==> src/rtl/axi4_pkg.sv <==
// Shared types for the two-master AXI4 read arbiter: FSM state, AR payload
// bundle, channel widths and the clock-annotation parameter type.
package axi4_pkg;

    typedef logic [31:0] std_clock_info_t;

    localparam int AXI_ADDR_W = 32;
    localparam int AXI_DATA_W = 32;
    localparam int AXI_ID_W   = 4;
    localparam int AXI_USER_W = 4;

    typedef enum logic [1:0] {
        IDLE = 2'd0,
        ADDR = 2'd1,
        DATA = 2'd2
    } axi4_read_arb_state_t;

    // Field order matches the flattened concatenation used by the arbiter
    typedef struct packed {
        logic [AXI_ADDR_W-1:0] addr;
        logic [1:0]            burst;
        logic [3:0]            cache;
        logic [7:0]            len;
        logic                  lock;
        logic [2:0]            prot;
        logic [3:0]            qos;
        logic [2:0]            size;
        logic [AXI_USER_W-1:0] user;
        logic [AXI_ID_W-1:0]   id;
    } axi4_ar_payload_t;

endpackage

==> src/rtl/axi4_grant_select.sv <==
// Two-requester grant selection. Output 0 selects master 0, 1 selects master 1.
// AXI4_READ_ARBITER_RR_EN defined: simultaneous requests go to the master that
// was not served last. Undefined: master 0 always wins a tie.
module axi4_grant_select (
    input  logic req0,
    input  logic req1,
    input  logic last_grant,
    output logic grant
);

`ifdef AXI4_READ_ARBITER_RR_EN
    // Round-robin: on a tie, hand the slave to whoever did not have it last
    always_comb begin
        grant = 1'b0;
        if (req0 && req1) begin
            grant = ~last_grant;
        end else begin
            grant = req1;
        end
    end
`else
    // History is irrelevant with fixed priority
    logic unused_last_grant;
    assign unused_last_grant = last_grant;

    // Fixed priority: master 1 only wins when master 0 is not asking
    always_comb begin
        grant = req1 && !req0;
    end
`endif

endmodule

==> src/rtl/axi4_read_arbiter.sv <==
// Shares one AXI4 read slave between two masters with a single burst in
// flight. Grant is registered in IDLE; AR and R channels are then steered
// combinationally by that registered grant only (the R id is never used).
// Optional round-robin arbitration: define AXI4_READ_ARBITER_RR_EN.
module axi4_read_arbiter
    import axi4_pkg::*;
#(
    parameter std_clock_info_t CLOCK_INFO = 'b0
) (
    input  logic                  clk,
    input  logic                  rst,
    // read-address channel, master 0
    input  logic                  axi_ar_in0_valid,
    output logic                  axi_ar_in0_ready,
    input  logic [AXI_ADDR_W-1:0] axi_ar_in0_addr,
    input  logic [1:0]            axi_ar_in0_burst,
    input  logic [3:0]            axi_ar_in0_cache,
    input  logic [7:0]            axi_ar_in0_len,
    input  logic                  axi_ar_in0_lock,
    input  logic [2:0]            axi_ar_in0_prot,
    input  logic [3:0]            axi_ar_in0_qos,
    input  logic [2:0]            axi_ar_in0_size,
    input  logic [AXI_USER_W-1:0] axi_ar_in0_user,
    input  logic [AXI_ID_W-1:0]   axi_ar_in0_id,
    // read-address channel, master 1
    input  logic                  axi_ar_in1_valid,
    output logic                  axi_ar_in1_ready,
    input  logic [AXI_ADDR_W-1:0] axi_ar_in1_addr,
    input  logic [1:0]            axi_ar_in1_burst,
    input  logic [3:0]            axi_ar_in1_cache,
    input  logic [7:0]            axi_ar_in1_len,
    input  logic                  axi_ar_in1_lock,
    input  logic [2:0]            axi_ar_in1_prot,
    input  logic [3:0]            axi_ar_in1_qos,
    input  logic [2:0]            axi_ar_in1_size,
    input  logic [AXI_USER_W-1:0] axi_ar_in1_user,
    input  logic [AXI_ID_W-1:0]   axi_ar_in1_id,
    // read-data channel back to master 0
    output logic                  axi_r_out0_valid,
    input  logic                  axi_r_out0_ready,
    output logic [AXI_DATA_W-1:0] axi_r_out0_data,
    output logic                  axi_r_out0_last,
    output logic [1:0]            axi_r_out0_resp,
    output logic [AXI_ID_W-1:0]   axi_r_out0_id,
    // read-data channel back to master 1
    output logic                  axi_r_out1_valid,
    input  logic                  axi_r_out1_ready,
    output logic [AXI_DATA_W-1:0] axi_r_out1_data,
    output logic                  axi_r_out1_last,
    output logic [1:0]            axi_r_out1_resp,
    output logic [AXI_ID_W-1:0]   axi_r_out1_id,
    // shared read-address channel to slave
    output logic                  axi_ar_out_valid,
    input  logic                  axi_ar_out_ready,
    output logic [AXI_ADDR_W-1:0] axi_ar_out_addr,
    output logic [1:0]            axi_ar_out_burst,
    output logic [3:0]            axi_ar_out_cache,
    output logic [7:0]            axi_ar_out_len,
    output logic                  axi_ar_out_lock,
    output logic [2:0]            axi_ar_out_prot,
    output logic [3:0]            axi_ar_out_qos,
    output logic [2:0]            axi_ar_out_size,
    output logic [AXI_USER_W-1:0] axi_ar_out_user,
    output logic [AXI_ID_W-1:0]   axi_ar_out_id,
    // shared read-data channel from slave
    input  logic                  axi_r_in_valid,
    output logic                  axi_r_in_ready,
    input  logic [AXI_DATA_W-1:0] axi_r_in_data,
    input  logic                  axi_r_in_last,
    input  logic [1:0]            axi_r_in_resp,
    input  logic [AXI_ID_W-1:0]   axi_r_in_id,
    output logic                  busy
);

    // Clock description is carried for timing annotation only
    logic [$bits(std_clock_info_t)-1:0] unused_clock_info;
    assign unused_clock_info = CLOCK_INFO;

    // STATIC_ASSERT: AR and R ports must agree on their shared field widths
    if ($bits(axi_ar_in0_addr) != $bits(axi_ar_out_addr) ||
        $bits(axi_ar_in1_addr) != $bits(axi_ar_out_addr) ||
        $bits(axi_ar_in0_id)   != $bits(axi_ar_out_id)   ||
        $bits(axi_ar_in1_id)   != $bits(axi_ar_out_id)   ||
        $bits(axi_ar_in0_user) != $bits(axi_ar_out_user) ||
        $bits(axi_ar_in1_user) != $bits(axi_ar_out_user)) begin : static_assert_ar_widths
        $error("axi4_read_arbiter: AR port widths differ");
    end
    if ($bits(axi_r_out0_data) != $bits(axi_r_in_data) ||
        $bits(axi_r_out1_data) != $bits(axi_r_in_data) ||
        $bits(axi_r_out0_id)   != $bits(axi_r_in_id)   ||
        $bits(axi_r_out1_id)   != $bits(axi_r_in_id)) begin : static_assert_r_widths
        $error("axi4_read_arbiter: R port widths differ");
    end

    axi4_read_arb_state_t state_reg;
    logic                 grant_reg;
    logic                 last_grant_reg;
    logic                 busy_reg;
    logic                 sel_grant;

    logic             in_addr;
    logic             in_data;
    logic [1:0]       ar_valid_vec;
    logic [1:0]       ar_ready_vec;
    logic [1:0]       r_ready_vec;
    logic [1:0]       r_valid_vec;
    axi4_ar_payload_t ar_pl [2];
    axi4_ar_payload_t ar_sel;
    logic             ar_hs;
    logic             r_last_hs;

    assign ar_valid_vec = {axi_ar_in1_valid, axi_ar_in0_valid};
    assign r_ready_vec  = {axi_r_out1_ready, axi_r_out0_ready};

    assign ar_pl[0] = {axi_ar_in0_addr, axi_ar_in0_burst, axi_ar_in0_cache, axi_ar_in0_len,
                       axi_ar_in0_lock, axi_ar_in0_prot, axi_ar_in0_qos, axi_ar_in0_size,
                       axi_ar_in0_user, axi_ar_in0_id};
    assign ar_pl[1] = {axi_ar_in1_addr, axi_ar_in1_burst, axi_ar_in1_cache, axi_ar_in1_len,
                       axi_ar_in1_lock, axi_ar_in1_prot, axi_ar_in1_qos, axi_ar_in1_size,
                       axi_ar_in1_user, axi_ar_in1_id};

    // Reset also silences every handshake signal within the reset cycle itself
    assign in_addr = (state_reg == ADDR) && !rst;
    assign in_data = (state_reg == DATA) && !rst;

    axi4_grant_select u_grant_select (
        .req0       (axi_ar_in0_valid),
        .req1       (axi_ar_in1_valid),
        .last_grant (last_grant_reg),
        .grant      (sel_grant)
    );

    // Per-master steering: only the registered owner sees ready / valid
    for (genvar gi = 0; gi < 2; gi++) begin : g_master
        assign ar_ready_vec[gi] = in_addr && (grant_reg == (gi == 1)) && axi_ar_out_ready;
        assign r_valid_vec[gi]  = in_data && (grant_reg == (gi == 1)) && axi_r_in_valid;
    end

    assign axi_ar_in0_ready = ar_ready_vec[0];
    assign axi_ar_in1_ready = ar_ready_vec[1];
    assign axi_r_out0_valid = r_valid_vec[0];
    assign axi_r_out1_valid = r_valid_vec[1];

    // AR channel mirrors the owner; a dropped valid is passed through as-is
    assign ar_sel           = ar_pl[grant_reg];
    assign axi_ar_out_valid = in_addr && ar_valid_vec[grant_reg];
    assign axi_ar_out_addr  = ar_sel.addr;
    assign axi_ar_out_burst = ar_sel.burst;
    assign axi_ar_out_cache = ar_sel.cache;
    assign axi_ar_out_len   = ar_sel.len;
    assign axi_ar_out_lock  = ar_sel.lock;
    assign axi_ar_out_prot  = ar_sel.prot;
    assign axi_ar_out_qos   = ar_sel.qos;
    assign axi_ar_out_size  = ar_sel.size;
    assign axi_ar_out_user  = ar_sel.user;
    assign axi_ar_out_id    = ar_sel.id;

    // R payload fans out to both masters; valid is the qualifier
    assign axi_r_in_ready  = in_data && r_ready_vec[grant_reg];
    assign axi_r_out0_data = axi_r_in_data;
    assign axi_r_out0_last = axi_r_in_last;
    assign axi_r_out0_resp = axi_r_in_resp;
    assign axi_r_out0_id   = axi_r_in_id;
    assign axi_r_out1_data = axi_r_in_data;
    assign axi_r_out1_last = axi_r_in_last;
    assign axi_r_out1_resp = axi_r_in_resp;
    assign axi_r_out1_id   = axi_r_in_id;

    assign ar_hs     = axi_ar_out_valid && axi_ar_out_ready;
    assign r_last_hs = axi_r_in_valid && axi_r_in_ready && axi_r_in_last;
    assign busy      = busy_reg;

    // Burst sequencer: arbitrate in IDLE, forward AR in ADDR, drain R in DATA
    always_ff @(posedge clk) begin
        if (rst) begin
            state_reg      <= IDLE;
            grant_reg      <= 1'b0;
            last_grant_reg <= 1'b1;
            busy_reg       <= 1'b0;
        end else begin
            case (state_reg)
                IDLE: begin
                    if (|ar_valid_vec) begin
                        grant_reg <= sel_grant;
                        state_reg <= ADDR;
                        busy_reg  <= 1'b1;
                    end
                end
                ADDR: begin
                    if (ar_hs) begin
                        state_reg <= DATA;
                    end
                end
                DATA: begin
                    if (r_last_hs) begin
                        state_reg <= IDLE;
                        busy_reg  <= 1'b0;
`ifdef AXI4_READ_ARBITER_RR_EN
                        last_grant_reg <= grant_reg;
`endif
                    end
                end
                default: begin
                    state_reg <= IDLE;
                    busy_reg  <= 1'b0;
                end
            endcase
        end
    end

endmodule

==> config.mk <==
export PLATFORM = sky130hd
export DESIGN_NAME = axi4_read_arbiter
export DESIGN_NICKNAME = d
export VERILOG_FILES = /design/src/rtl/axi4_pkg.sv /design/src/rtl/axi4_grant_select.sv /design/src/rtl/axi4_read_arbiter.sv
export SDC_FILE = /design/constraint.sdc
export NUM_CORES = 1
export LEC_CHECK = 0
export ABC_AREA = 1
export CORE_AREA = 2 2 126 128
export CTS_CLUSTER_SIZE = 24
export DETAILED_ROUTE_END_ITERATION = 10
export DIE_AREA = 0 0 128 130
export DONT_BUFFER_PORTS = 1
export GPL_ROUTABILITY_DRIVEN = 0
export SLEW_MARGIN = 20
export SYNTH_ARGS = -nofsm -noshare
export SYNTH_HDL_FRONTEND = slang
export SYNTH_SLANG_ARGS = --single-unit
export TNS_END_PERCENT = 5
==> constraint.sdc <==
create_clock -name clk -period 1.5 [get_ports clk]
set_clock_uncertainty 0.1 [all_clocks]
set_input_delay 0.3 -clock clk [delete_from_list [all_inputs] [get_ports clk]]
set_output_delay 0.3 -clock clk [all_outputs]
set_load 0.1 [all_outputs]
# Word level (Yosys, flattened, before mapping)
# Index checks and enable logic that the tools add are counted.
dict set report classes {
  n_reduce_logical 23
  n_bitwise 3
  order_cmp 2
  mux 14
  n_eq_ne 5
}
# operator n
set op_table {}
lappend op_table {{65-bit 2-to-1 mux} 3}
lappend op_table {{1-bit logical AND} 16}
lappend op_table {{1-bit 2-to-1 mux} 6}
lappend op_table {{2-bit 2-to-1 mux} 3}
lappend op_table {{2-bit inequality test, second input constant} 3}
lappend op_table {{2-bit one-hot mux with 3 select lines} 1}
lappend op_table {{3-bit AND reduction} 2}
lappend op_table {{1-bit one-hot mux with 3 select lines} 1}
lappend op_table {{2-bit by 1-bit == test with 1-bit output, second input constant} 1}
lappend op_table {{2-bit == test, second input constant} 1}
lappend op_table {{2-bit >= comparator, second input constant} 1}
lappend op_table {{1-bit zero test} 2}
lappend op_table {{2-bit zero test} 1}
lappend op_table {{1-bit by 2-bit less-than comparator with 1-bit output, second input constant} 1}
lappend op_table {{1-bit inverter} 2}
lappend op_table {{1-bit inverter with 2-bit output} 1}
lappend op_table {{2-bit AND reduction} 1}
lappend op_table {{2-bit OR reduction} 1}
dict set report totals {
  elab_cells 50
  output_inout_bits 150
  in_bits 177
  ff_bits 4
}

# Longest topological paths before layout
dict set report depth {
  word_depth 7
  mapped_depth 10
  mapped_depth_nobuf 9
}

# Cells and area by module
# From an unflattened synthesis, not the netlist that was laid out.
dict set report unflattened {
  hier_cells 339
  hier_area_um2 1724.2
}
# module area_per_inst_um2 n_inst seq_area_each_um2 cells_per_inst
set modules_own_cells {}
lappend modules_own_cells {axi4_read_arbiter 1714.1 1 80.1 337}
lappend modules_own_cells {axi4_grant_select 10.0 1 0.0 2}

# Least setup slack after synthesis
# No wires, ideal clock.
dict set report synth_timing {
  path_kind {reg-to-output}
  from {register grant_reg}
  to {output port axi_ar_in0_ready}
  t_required_ps 1100
  path_stages_with_launch 4
  setup_slack_ps -2426
  t_arrival_ps 3526
  path_buffers 2
  path_cell_list {dfxtp_1 buf_6 buf_2 nor4_1}
}
dict set report synth_between {
  elab_chain_cells 3
}
# item line_no
set synth_lines {}
lappend synth_lines {{start: declaration} axi4_read_arbiter.sv:96} ;# logic grant_reg;
lappend synth_lines {{start signal: assignment} axi4_read_arbiter.sv:184} ;# grant_reg <= sel_grant;
lappend synth_lines {{1-bit inverter} axi4_read_arbiter.sv:135} ;# assign ar_ready_vec[gi] = in_addr && (grant_reg == (gi == 1)) && axi_ar_out_ready;
lappend synth_lines {{1-bit logical AND (2 in series)} axi4_read_arbiter.sv:135}
lappend synth_lines {{end: declaration} axi4_read_arbiter.sv:14} ;# output logic axi_ar_in0_ready,
# Every way passes these cells.

# Worst setup path after layout
dict set report layout_timing {
  from {register grant_reg}
  to {output port axi_ar_out_addr[31]}
}
dict set report layout_between {
  elab_chain_cells 4
}
# item line_no
set layout_lines {}
lappend layout_lines {{1-bit inverter with 2-bit output (implied by the code)} axi4_read_arbiter.sv:145} ;# assign ar_sel = ar_pl[grant_reg];
lappend layout_lines {{65-bit 2-to-1 mux (implied by the code) (3 in series)} axi4_read_arbiter.sv:145}
lappend layout_lines {{end: declaration} axi4_read_arbiter.sv:55} ;# output logic [AXI_ADDR_W-1:0] axi_ar_out_addr,
# Every way passes these cells. The select of a mux whose other input is x is not followed.

==> results.json <==
{
  "grt_overflow": 0,
  "powerDensity_nw_per_um2": 1080,
  "endpoint_kind": "output port",
  "ys_types": 18,
  "drv_cap": 0,
  "intPower_mw": 1.34,
  "num-fill-cells": 1696,
  "rows": 46,
  "root_buffer": "clkbuf_16",
  "sw_frac_of_total_pct": 59.2,
  "hold_buffers": 0,
  "r2r_start": "grant_reg",
  "mostFrequentLayoutCell": "nand2_1",
  "fin_crit_sh_pct": 114,
  "syn-instance-count": 334,
  "grt.total_usage_pct": 7.07,
  "antenna_cells": 0,
  "wl_mm": 6.91,
  "die-area_um2": 16600,
  "stdcell_count": 515,
  "hp-start": "rst",
  "drv_slew": 0,
  "routedWlPerCell_um": 13.4,
  "crit_type": "flip-flop to output port",
  "p_sw_mw": 1.95,
  "whs_ns": 0.0329,
  "antenna_found_initial": 0,
  "post-place-ws_ns": 0.0121,
  "seq_power_share_pct": 4.0,
  "cts_tree": "done",
  "status": "complete, but fails checks",
  "largest_reg_flops": 2,
  "period_needed_ns": 1.71,
  "drive_gt1_share_pct": 42.4,
  "drc": 0,
  "final_cell_mix": "nand2_1, buf_12, nand2_2",
  "ir_worst_vdd_uv": 454,
  "cp.required_ns": 1.10,
  "postRouteAntennaNets": 0,
  "grt_pass1_vias": 1676,
  "setup_ws_ns": -0.212,
  "rsz0062_at_grt": "true",
  "cts_buffer_depth": 2,
  "slew-limit-headroom_pct": 80.7,
  "synth_seq_cells": 4,
  "worstMarginPinSlew_ns": 0.290,
  "syn_area_um2": 1670,
  "finalSetupViolCount": 71,
  "vias": 1951,
  "arrival_ns": 1.31,
  "worstSetupStartpointType": "flip-flop",
  "cp_max_fo": 43,
  "synth.avg_cell_area_um2": 4.99,
  "cts_buffers": 3,
  "ios": 327,
  "via_per_inst": 3.79,
  "grt_pass1_wl_mm": 9.07,
  "seq_area_frac_synth_pct": 4.81,
  "core-area_um2": 15400,
  "drt_iter0_markers": 107,
  "finalNetCount": 502,
  "hpwlAfterDp_mm": 5.76,
  "drt_first_pass_iters": 4,
  "clockPowerShare_pct": 12.7,
  "synth.net_count": 511,
  "cts_htree_levels": 1,
  "p_leak_nw": 1.46,
  "die_h_um": 130,
  "cts.clk_slew.worst_paths_ns": 0.03,
  "violations": "negative setup slack",
  "rrSetupSlack_ns": 0.14,
  "p_comb_share_pct": 83.3,
  "initial_core_util_pct": 10.8,
  "clk_latency_ns": 0.23,
  "syn_to_final_growth_pct": 83.0,
  "dp_cells": 510,
  "ys_warn_count": 0,
  "clock-sinks": 4,
  "hold_viol_final": 0,
  "critPathLaunch": "grant_reg",
  "grt_start_max_net_pins": 44,
  "die_x_um": 128,
  "io_buffer_count": 0,
  "fmax_mhz": 584,
  "min_path_type": "primary input to flip-flop"
}
-- cell families (layout without fill, tap and decap cells) --
group | Yosys count | in the layout | synth area share, %
AND/OR/NAND/NOR | 219 | 219 | 50.6
flip-flops | 4 | 4 | 4.81
buffers and inverters | 104 | 93 | 42.3
AO/OA/AOI/OAI | 7 | 7 | 2.25
-- worst max-delay path, stage by stage, from the launching register on --
cell and delay (ns):
dfxtp_4 0.41, buf_12 0.22, nand2_1 0.13, nand2_2 0.11, buf_12 0.17
-- stage by stage --
stage	total power, mW	instance area [µm²]	setup TNS [ns]	utilization, %
5_1_grt	3.40	3050	-15.09	19.8
4_1_cts	3.27	2950	-13.83	19.1
2_1_floorplan	2.82	1710	-27.08	-
6_report	3.30	3050	-11.36	19.8
3_3_place_gp	2.79	2810	0	18.2
3_5_place_dp	2.81	2810	0	18.2
-- power groups by stage --
stage	sequential, mW	clock [mW]	combinational [mW]
after floorplan	0.145	0	2.67
after global placement	0.128	0	2.67
after detailed placement	0.129	0	2.68
after CTS	0.130	0.426	2.72
after global routing	0.133	0.438	2.83
final	0.131	0.420	2.75
-- worst paths after layout --
kind,cells past startpoint,to
worst max register to register,9,busy
worst min register to register,3,state_reg[1]
worst max-delay path,4,axi_ar_out_addr[31]
worst min-delay path,1,state_reg[1]
-- final cells by class --
cell class,instances,area (µm²),share of cell area [%]
Sequential cell,4,86.3,2.83
Clock buffer,3,75.1,2.46
Inverter,11,46.3,1.52
Multi-Input combinational cell,226,1030,33.8
Tap cell,192,240,7.88
Timing Repair Buffer,79,1570,51.5
-- routing by layer --
metal / part of all wire (%) / track usage (%) / vias to the layer above / routed length (µm)
met4: 3.4 / 3.36 / 0 / 238
met2: 49 / 11.4 / 151 / 3400
li1: - / - / 896 / -
met5: 0 / 0 / - / 0
met3: 12 / 3.44 / 30 / 857
met1: 35 / 7.91 / 874 / 2410
-- synth_stat cells (all sizes together) --
master,count,area (µm²)
nand3,1,10.0
nor2,8,32.5
a211oi,1,7.51
inv,11,43.8
clkbuf,7,26.3
nand2,206,776
nor4,2,12.5
a21oi,4,20.0
nand4,2,12.5
o21ai,2,10.0
buf,86,634
dfxtp,4,80.1
-- repair_timing --
action	4_1_cts	5_1_grt
resized for setup	10	38
buffers inserted	1	0
endpoints found under the setup margin	71	72
pin swaps	0	2
cloned	1	0
Power figures use the tool's default switching activity.
